## src/rtl/uart_pkg.sv

```systemverilog
// Shared definitions for the host-side configuration UART: packet layout,
// odd-parity helper, packet builder and the host FSM state encoding.
package uart_pkg;

    localparam int UART_PKT_W    = 18;
    localparam int UART_WRB_POS  = 0;
    localparam int UART_DATA_LSB = 1;
    localparam int UART_ADDR_LSB = 9;
    localparam int UART_PAR_POS  = 17;

    typedef struct packed {
        logic       parity;
        logic [7:0] addr;
        logic [7:0] data;
        logic       wrb;
    } uart_pkt_t;

    typedef enum logic [3:0] {
        IDLE     = 4'd0,
        TX_START = 4'd1,
        TX_DATA  = 4'd2,
        TX_STOP  = 4'd3,
        RX_WAIT  = 4'd4,
        RX_START = 4'd5,
        RX_DATA  = 4'd6,
        RX_STOP  = 4'd7,
        DONE     = 4'd8
    } uart_host_state_e;

    // Parity bit that makes the full 18-bit packet carry an odd number of ones.
    function automatic logic odd_parity(input logic [UART_PKT_W-2:0] bits);
        return ~(^bits);
    endfunction

    function automatic uart_pkt_t make_pkt(input logic wrb, input logic [7:0] addr,
                                           input logic [7:0] data);
        logic [UART_PKT_W-1:0] bits;
        bits                     = '0;
        bits[UART_WRB_POS]       = wrb;
        bits[UART_DATA_LSB +: 8] = data;
        bits[UART_ADDR_LSB +: 8] = addr;
        bits[UART_PAR_POS]       = odd_parity(bits[UART_PAR_POS-1:0]);
        return uart_pkt_t'(bits);
    endfunction

endpackage

```

## src/rtl/uart_host_rx.sv

```systemverilog
// Reply receiver: piso synchronizer, start-edge detect, mid-bit sampler and
// 18-bit deserializer, sequenced by the host FSM state. UART_HOST_PARITY_CHECK_EN builds the parity check.
module uart_host_rx
    import uart_pkg::*;
#(
    parameter int CLKS_PER_BIT = 16
) (
    input  logic             clk,
    input  logic             reset,
    input  uart_host_state_e state_i,
    input  logic             piso_i,
    output logic             line_o,
    output logic             fall_o,
    output logic             mid_o,
    output logic             last_o,
    output logic             stop_o,
    output logic             wrb_o,
    output logic [7:0]       addr_o,
    output logic [7:0]       data_o,
    output logic             par_ok_o
);
    localparam int                BAUD_W    = $clog2(CLKS_PER_BIT);
    localparam logic [BAUD_W-1:0] HALF_LAST = BAUD_W'(CLKS_PER_BIT/2 - 1);
    localparam logic [BAUD_W-1:0] FULL_LAST = BAUD_W'(CLKS_PER_BIT - 1);

    logic [1:0]        sync_q;
    logic              prev_q;
    logic [BAUD_W-1:0] baud_q, baud_d;
    logic [4:0]        bit_q, bit_d;
    uart_pkt_t         pkt_q;
    logic              stop_q;
    logic              in_frame;

    assign line_o   = sync_q[1];
    assign fall_o   = prev_q & ~sync_q[1];
    assign in_frame = (state_i == RX_START) || (state_i == RX_DATA) || (state_i == RX_STOP);
    // Start phase waits half a bit so every later sample lands mid-bit.
    assign mid_o    = in_frame && (baud_q == ((state_i == RX_START) ? HALF_LAST : FULL_LAST));
    assign last_o   = (bit_q == 5'd17);
    assign stop_o   = stop_q;
    assign wrb_o    = pkt_q.wrb;
    assign addr_o   = pkt_q.addr;
    assign data_o   = pkt_q.data;

    always_comb begin
        baud_d = '0;
        if (in_frame && !mid_o) begin
            baud_d = baud_q + 1'b1;
        end
        bit_d = '0;
        if (state_i == RX_DATA) begin
            bit_d = mid_o ? bit_q + 5'd1 : bit_q;
        end
    end

    always_ff @(posedge clk or posedge reset) begin
        if (reset) begin
            sync_q <= 2'b11;
            prev_q <= 1'b1;
            baud_q <= '0;
            bit_q  <= '0;
            pkt_q  <= '0;
            stop_q <= 1'b0;
        end else begin
            sync_q <= {sync_q[0], piso_i};
            prev_q <= sync_q[1];
            baud_q <= baud_d;
            bit_q  <= bit_d;
            if (state_i == RX_DATA && mid_o) begin
                pkt_q <= uart_pkt_t'({sync_q[1], pkt_q[UART_PKT_W-1:1]});
            end
            if (state_i == RX_STOP && mid_o) begin
                stop_q <= sync_q[1];
            end
        end
    end

`ifdef UART_HOST_PARITY_CHECK_EN
    assign par_ok_o = (pkt_q.parity == odd_parity(pkt_q[UART_PAR_POS-1:0]));
`else
    assign par_ok_o = 1'b1;
`endif

endmodule

```

## src/rtl/uart_host.sv

```systemverilog
// Host initiator for the configuration UART: TX shifter, transaction FSM and reply timeout.
// Reply parity checking is built only when UART_HOST_PARITY_CHECK_EN is defined.
module uart_host
    import uart_pkg::*;
#(
    parameter int CLKS_PER_BIT = 16,
    parameter int TIMEOUT_BITS = 64
) (
    input  logic       clk,
    input  logic       reset,
    input  logic       req_valid,
    output logic       req_ready,
    input  logic       req_wrb,
    input  logic [7:0] req_addr,
    input  logic [7:0] req_data,
    output logic       rsp_valid,
    output logic [7:0] rsp_data,
    output logic       rsp_err,
    output logic       rsp_timeout,
    output logic       posi,
    input  logic       piso
);
    localparam int                BAUD_W    = $clog2(CLKS_PER_BIT);
    localparam int                TMO_LIMIT = TIMEOUT_BITS * CLKS_PER_BIT;
    localparam int                TMO_W     = $clog2(TMO_LIMIT + 1);
    localparam logic [BAUD_W-1:0] BAUD_LAST = BAUD_W'(CLKS_PER_BIT - 1);
    localparam logic [TMO_W-1:0]  TMO_LAST  = TMO_W'(TMO_LIMIT - 1);
    localparam logic [TMO_W-1:0]  TMO_MAX   = TMO_W'(TMO_LIMIT);

    uart_host_state_e      state_q;
    logic [UART_PKT_W-1:0] shift_q;
    logic                  posi_q;
    logic [BAUD_W-1:0]     baud_q;
    logic [4:0]            bit_q;
    logic [TMO_W-1:0]      tmo_q;
    logic                  wrb_q;
    logic [7:0]            addr_q;
    logic                  timed_out_q;
    logic                  req_ready_q;
    logic                  rsp_valid_q;
    logic [7:0]            rsp_data_q;
    logic                  rsp_err_q;
    logic                  rsp_timeout_q;

    logic       accept;
    logic       reply_err;
    logic       rx_line, rx_fall, rx_mid, rx_last, rx_stop, rx_wrb, rx_par_ok;
    logic [7:0] rx_addr, rx_data;

    uart_host_rx #(
        .CLKS_PER_BIT(CLKS_PER_BIT)
    ) u_rx (
        .clk     (clk),
        .reset   (reset),
        .state_i (state_q),
        .piso_i  (piso),
        .line_o  (rx_line),
        .fall_o  (rx_fall),
        .mid_o   (rx_mid),
        .last_o  (rx_last),
        .stop_o  (rx_stop),
        .wrb_o   (rx_wrb),
        .addr_o  (rx_addr),
        .data_o  (rx_data),
        .par_ok_o(rx_par_ok)
    );

    assign accept    = (state_q == IDLE) && req_valid && req_ready_q;
    assign reply_err = !rx_stop || !rx_wrb || (rx_addr != addr_q) || !rx_par_ok;

    assign req_ready   = req_ready_q;
    assign rsp_valid   = rsp_valid_q;
    assign rsp_data    = rsp_data_q;
    assign rsp_err     = rsp_err_q;
    assign rsp_timeout = rsp_timeout_q;
    assign posi        = posi_q;

    always_ff @(posedge clk or posedge reset) begin
        if (reset) begin
            state_q       <= IDLE;
            shift_q       <= '0;
            posi_q        <= 1'b1;
            baud_q        <= '0;
            bit_q         <= '0;
            tmo_q         <= '0;
            wrb_q         <= 1'b0;
            addr_q        <= '0;
            timed_out_q   <= 1'b0;
            req_ready_q   <= 1'b1;
            rsp_valid_q   <= 1'b0;
            rsp_data_q    <= '0;
            rsp_err_q     <= 1'b0;
            rsp_timeout_q <= 1'b0;
        end else begin
            rsp_valid_q <= 1'b0;
            // Ready only re-arms once IDLE has been reached, i.e. the cycle after rsp_valid.
            req_ready_q <= (state_q == IDLE) && !accept;
            case (state_q)
                IDLE: begin
                    if (accept) begin
                        shift_q     <= make_pkt(req_wrb, req_addr, req_wrb ? 8'h00 : req_data);
                        wrb_q       <= req_wrb;
                        addr_q      <= req_addr;
                        timed_out_q <= 1'b0;
                        posi_q      <= 1'b0;
                        baud_q      <= '0;
                        state_q     <= TX_START;
                    end
                end
                TX_START: begin
                    if (baud_q == BAUD_LAST) begin
                        posi_q  <= shift_q[0];
                        shift_q <= shift_q >> 1;
                        baud_q  <= '0;
                        bit_q   <= '0;
                        state_q <= TX_DATA;
                    end else begin
                        baud_q <= baud_q + 1'b1;
                    end
                end
                TX_DATA: begin
                    if (baud_q == BAUD_LAST) begin
                        baud_q <= '0;
                        if (bit_q == 5'd17) begin
                            posi_q  <= 1'b1;
                            state_q <= TX_STOP;
                        end else begin
                            posi_q  <= shift_q[0];
                            shift_q <= shift_q >> 1;
                            bit_q   <= bit_q + 5'd1;
                        end
                    end else begin
                        baud_q <= baud_q + 1'b1;
                    end
                end
                TX_STOP: begin
                    if (baud_q == BAUD_LAST) begin
                        baud_q  <= '0;
                        tmo_q   <= '0;
                        state_q <= wrb_q ? RX_WAIT : DONE;
                    end else begin
                        baud_q <= baud_q + 1'b1;
                    end
                end
                RX_WAIT: begin
                    if (tmo_q != TMO_MAX) begin
                        tmo_q <= tmo_q + 1'b1;
                    end
                    if (rx_fall) begin
                        state_q <= RX_START;
                    end else if (tmo_q == TMO_LAST) begin
                        timed_out_q <= 1'b1;
                        state_q     <= DONE;
                    end
                end
                RX_START: begin
                    // A high mid-bit sample means a glitch; keep the timeout running.
                    if (rx_mid) begin
                        state_q <= rx_line ? RX_WAIT : RX_DATA;
                    end
                end
                RX_DATA: begin
                    if (rx_mid && rx_last) begin
                        state_q <= RX_STOP;
                    end
                end
                RX_STOP: begin
                    if (rx_mid) begin
                        state_q <= DONE;
                    end
                end
                DONE: begin
                    rsp_valid_q <= 1'b1;
                    state_q     <= IDLE;
                    if (!wrb_q || timed_out_q) begin
                        rsp_data_q    <= 8'h00;
                        rsp_err_q     <= 1'b0;
                        rsp_timeout_q <= timed_out_q;
                    end else begin
                        rsp_data_q    <= rx_data;
                        rsp_err_q     <= reply_err;
                        rsp_timeout_q <= 1'b0;
                    end
                end
                default: state_q <= IDLE;
            endcase
        end
    end

endmodule

```

## config.mk

```make
export PLATFORM = sky130hd
export DESIGN_NAME = uart_host
export DESIGN_NICKNAME = d
export VERILOG_FILES = /design/src/rtl/uart_pkg.sv /design/src/rtl/uart_host_rx.sv /design/src/rtl/uart_host.sv
export SDC_FILE = /design/constraint.sdc
export NUM_CORES = 1
export LEC_CHECK = 0
export CAP_MARGIN = 10
export CORE_MARGIN = 5
export CORE_UTILIZATION = 50
export DETAILED_ROUTE_END_ITERATION = 8
export DONT_BUFFER_PORTS = 1
export GPL_ROUTABILITY_DRIVEN = 0
export PLACE_DENSITY_LB_ADDON = 0.15
export SYNTH_ARGS = -nofsm -noshare
export SYNTH_HDL_FRONTEND = slang
export SYNTH_SLANG_ARGS = --single-unit
export TNS_END_PERCENT = 10
```

## constraint.sdc

```tcl
create_clock -name clk -period 5.9 [get_ports clk]
set_clock_uncertainty 0.1 [all_clocks]
set_input_delay 0.59 -clock clk [delete_from_list [all_inputs] [get_ports clk]]
set_output_delay 0.59 -clock clk [all_outputs]
set_load 0.05 [all_outputs]
```

==> impl_metrics.yaml <==
clock_network:
  postCtsSetupBuffers: 0
  clk_pin_slew_worst_paths_ns: 0.09
  insertion_delay_ns: 0.37
  cts_root_buffer: "clkbuf_8"
  cts_tree: "yes"
  htreeDepth: 3
  cts_buffers: 9
  clock_sinks: 96
  clk_path_buf_depth: 2
global_route:
  grt_util_all_layers: 0.165
  overflow: 0
  grt_pass1_vias: 3200
  grt_pass1_wl_um: 15400
  grt_max_degree: 77
  antenna_found_initial: 0
placement:
  place_inst: 568
  io_buffers: 0
  hpwl_um: 6140
setup_path:
  critical_path.max_fanout: 19
  r2r_cells: 4
  rrSetupSlack_ns: 3.30
  crit_required_ns: 6.05
  cp.arrival_ns: 2.75
  critPathCaptureType: "flop"
  critPathKind: "flop to flop"
  critPathLaunchType: "flop"
logic_synthesis:
  synth_edf_count: 0
  syn-num-nets: 486
  yosysWarnings: 0
  synth.most_common_cell: "dfrtp_1"
  synth_top_cells_by_count: "91 x dfrtp_1, 61 x nand2_1, 50 x o21ai_0, 29 x mux2_2, 25 x nor2_1"
  ys_seq_area_frac: 0.508
  yosys-top-cells-area: "dfrtp_1 48%, mux2_2 6.9%, o21ai_0 5.3%"
  netlist_area_um2: 4740
  syn_avg_cell_area_um2: 10.4
  synth_top_area_share: 0.480
  ys_ff_latch: 96
  synth-main-ff-cell: "dfrtp_1"
  ys_async_sr_fraction: 1.00
  synth_cell_types: 58
  synth_top_area_cell: "dfrtp_1"
  synthCells: 457
sta:
  fin_setup_tns_ns: 0
  drv_slew: 0
  fin_crit_ns: 2.60
  hold_viol_final: 0
  tightest_slew_ns: 1.10
  fmax_ghz: 0.385
  rsz0062_at_grt: "no"
  period_share: 0.440
  relSlewSlack: 0.265
  final-setup-viol-count: 0
floorplanning:
  ios: 34
  dieArea_um2: 11500
  die_w_um: 107
  fp.dieH_um: 107
  coreArea_um2: 9240
  initial_core_util: 0.513
  rows: 35
outcome:
  status: "complete, no violations"
detailed_routing:
  wl_per_cell_um: 15.0
  wirelength_um: 8780
  drt_iter0_drc: 116
  drc: 0
  antenna_left: 0
  firstDrtPassIters: 4
  via_count: 3196
  vias_per_cell: 5.46
cells_and_area:
  antenna_cells: 0
  fillers: 839
  drive_gt1_frac: 0.160
  final_net_count: 480
  syn_to_final_growth_pct: 6.28
  fin_cells: 585
power_and_ir_drop:
  total_power_mw: 1.83
  peakVddDrop_v: 0.000178
  p_leak_nw: 2.20
  p_per_area_nw_per_um2: 363
run:
  maxCapViolCount: 0
worst_hold_path:
  hp-class: "input port to flop"
  whs_path_depth: 0
==> placed cells by master (no fill, tap or decap), types with 3 or more instances in the layout <==
cell | Yosys | routed
xnor2_1 | 24 | 24
a21oi_1 | 19 | 19
nand4_1 | 5 | 5
nand2_1 | 61 | 61
mux2i_1 | 10 | 10
nand3_1 | 12 | 12
clkbuf_8 | 1 | 10
nor2b_1 | 4 | 4
ha_1 | 8 | 8
nand2b_1 | 4 | 4
and3_1 | 3 | 3
o21ai_0 | 50 | 50
mux2_2 | 29 | 29
or3_1 | 3 | 3
nor4_1 | 5 | 5
nor3b_1 | 8 | 8
xor2_1 | 11 | 11
nor3_1 | 11 | 11
inv_1 | 9 | 8
nor2_1 | 25 | 25
dfrtp_1 | 91 | 91
dfstp_2 | 5 | 5
==> path summary, 6_finish.rpt <==
| path | startpoint | to |
|---|---|---|
| min in group asynchronous | reset | shift_q[3] |
| setup reg to reg | state_q[1] | u_rx.addr_o[5] |
| setup / recovery | state_q[1] | u_rx.addr_o[5] |
| max in group asynchronous | reset | rsp_err |
| hold reg to reg | u_rx.sync_q[0] | u_rx.sync_q[1] |
| hold / removal | piso | u_rx.sync_q[0] |
==> kinds of logic (layout without fill, tap and decap cells) <==
family	Yosys count	count (layout)	share of synthesized area
xor gates and xnor gates	35	35	0.0646
AOI/OAI and AO/OA	87	87	0.105
muxes	40	40	0.0931
adders and majority gates	8	8	0.0211
and+or+nand+nor	162	162	0.179
buffers and inverters	29	28	0.0298
DFF	96	96	0.508
==> through the flow <==
stage / utilization / hold WS (ns) / cell area, um2 / setup slack (ns)
floorplan: - / 0.245 / 4740 / 2.71
global placement: 0.521 / 0.255 / 4820 / 3.41
detailed placement: 0.521 / 0.264 / 4820 / 3.33
CTS: 0.546 / 0.0959 / 5040 / 3.33
global route: 0.546 / 0.0843 / 5040 / 3.10
finish: 0.546 / 0.113 / 5040 / 3.30
==> cell type report <==
type | count | area, um2 | share of cell area
inverters | 9 | 36.3 | 0.00720
flip-flops and latches | 96 | 2410 | 0.478
clock buffers | 10 | 138 | 0.0273
repair buffers | 3 | 25.0 | 0.00496
clock inverters | 6 | 75.1 | 0.0149
well taps | 129 | 161 | 0.0320
multi-input cells | 332 | 2200 | 0.436
==> per-layer routing <==
| layer | vias to the layer above | routed length, um | global-route usage |
|---|---|---|---|
| li1 | 1585 | - | - |
| met1 | 1561 | 4200 | 0.226 |
| met2 | 36 | 4130 | 0.256 |
| met3 | 14 | 278 | 0.0384 |
| met4 | 0 | 164 | 0.0604 |
| met5 | - | 0 | 0 |
==> sequential cells by signal, indices dropped and copies added (netlist names), 2 cells and up <==
register,cells
u_rx.sync_q,2
shift_q,18
u_rx.baud_q,4
state_q,4
baud_q,4
rsp_data,8
u_rx.data_o,8
addr_q,8
u_rx.bit_q,5
u_rx.addr_o,8
tmo_q,11
bit_q,5
==> report_power, final <==
| part | leakage (nW) | switching [mW] | internal (mW) | total (mW) |
|---|---|---|---|---|
| logic | 0.807 | 0.256 | 0.204 | 0.460 |
| registers | 1.29 | 0.133 | 0.778 | 0.910 |
| clock network | 0.105 | 0.244 | 0.214 | 0.458 |
| total | 2.20 | 0.632 | 1.20 | 1.83 |
==> critical path: stages (launching register included) <==
cell and delay (ns):
dfrtp_1 0.73, and2b_1 0.29, nand2_1 0.20, nor2_2 0.74, mux2_2 0.42
==> what timing repair did <==
action / 4_1_cts / 5_1_grt
gates resized for setup: 0 / 0
hold endpoints to repair: 18 / 0
hold buffers: 1 / 0
No activity file was read; power rests on OpenSTA's default activity.
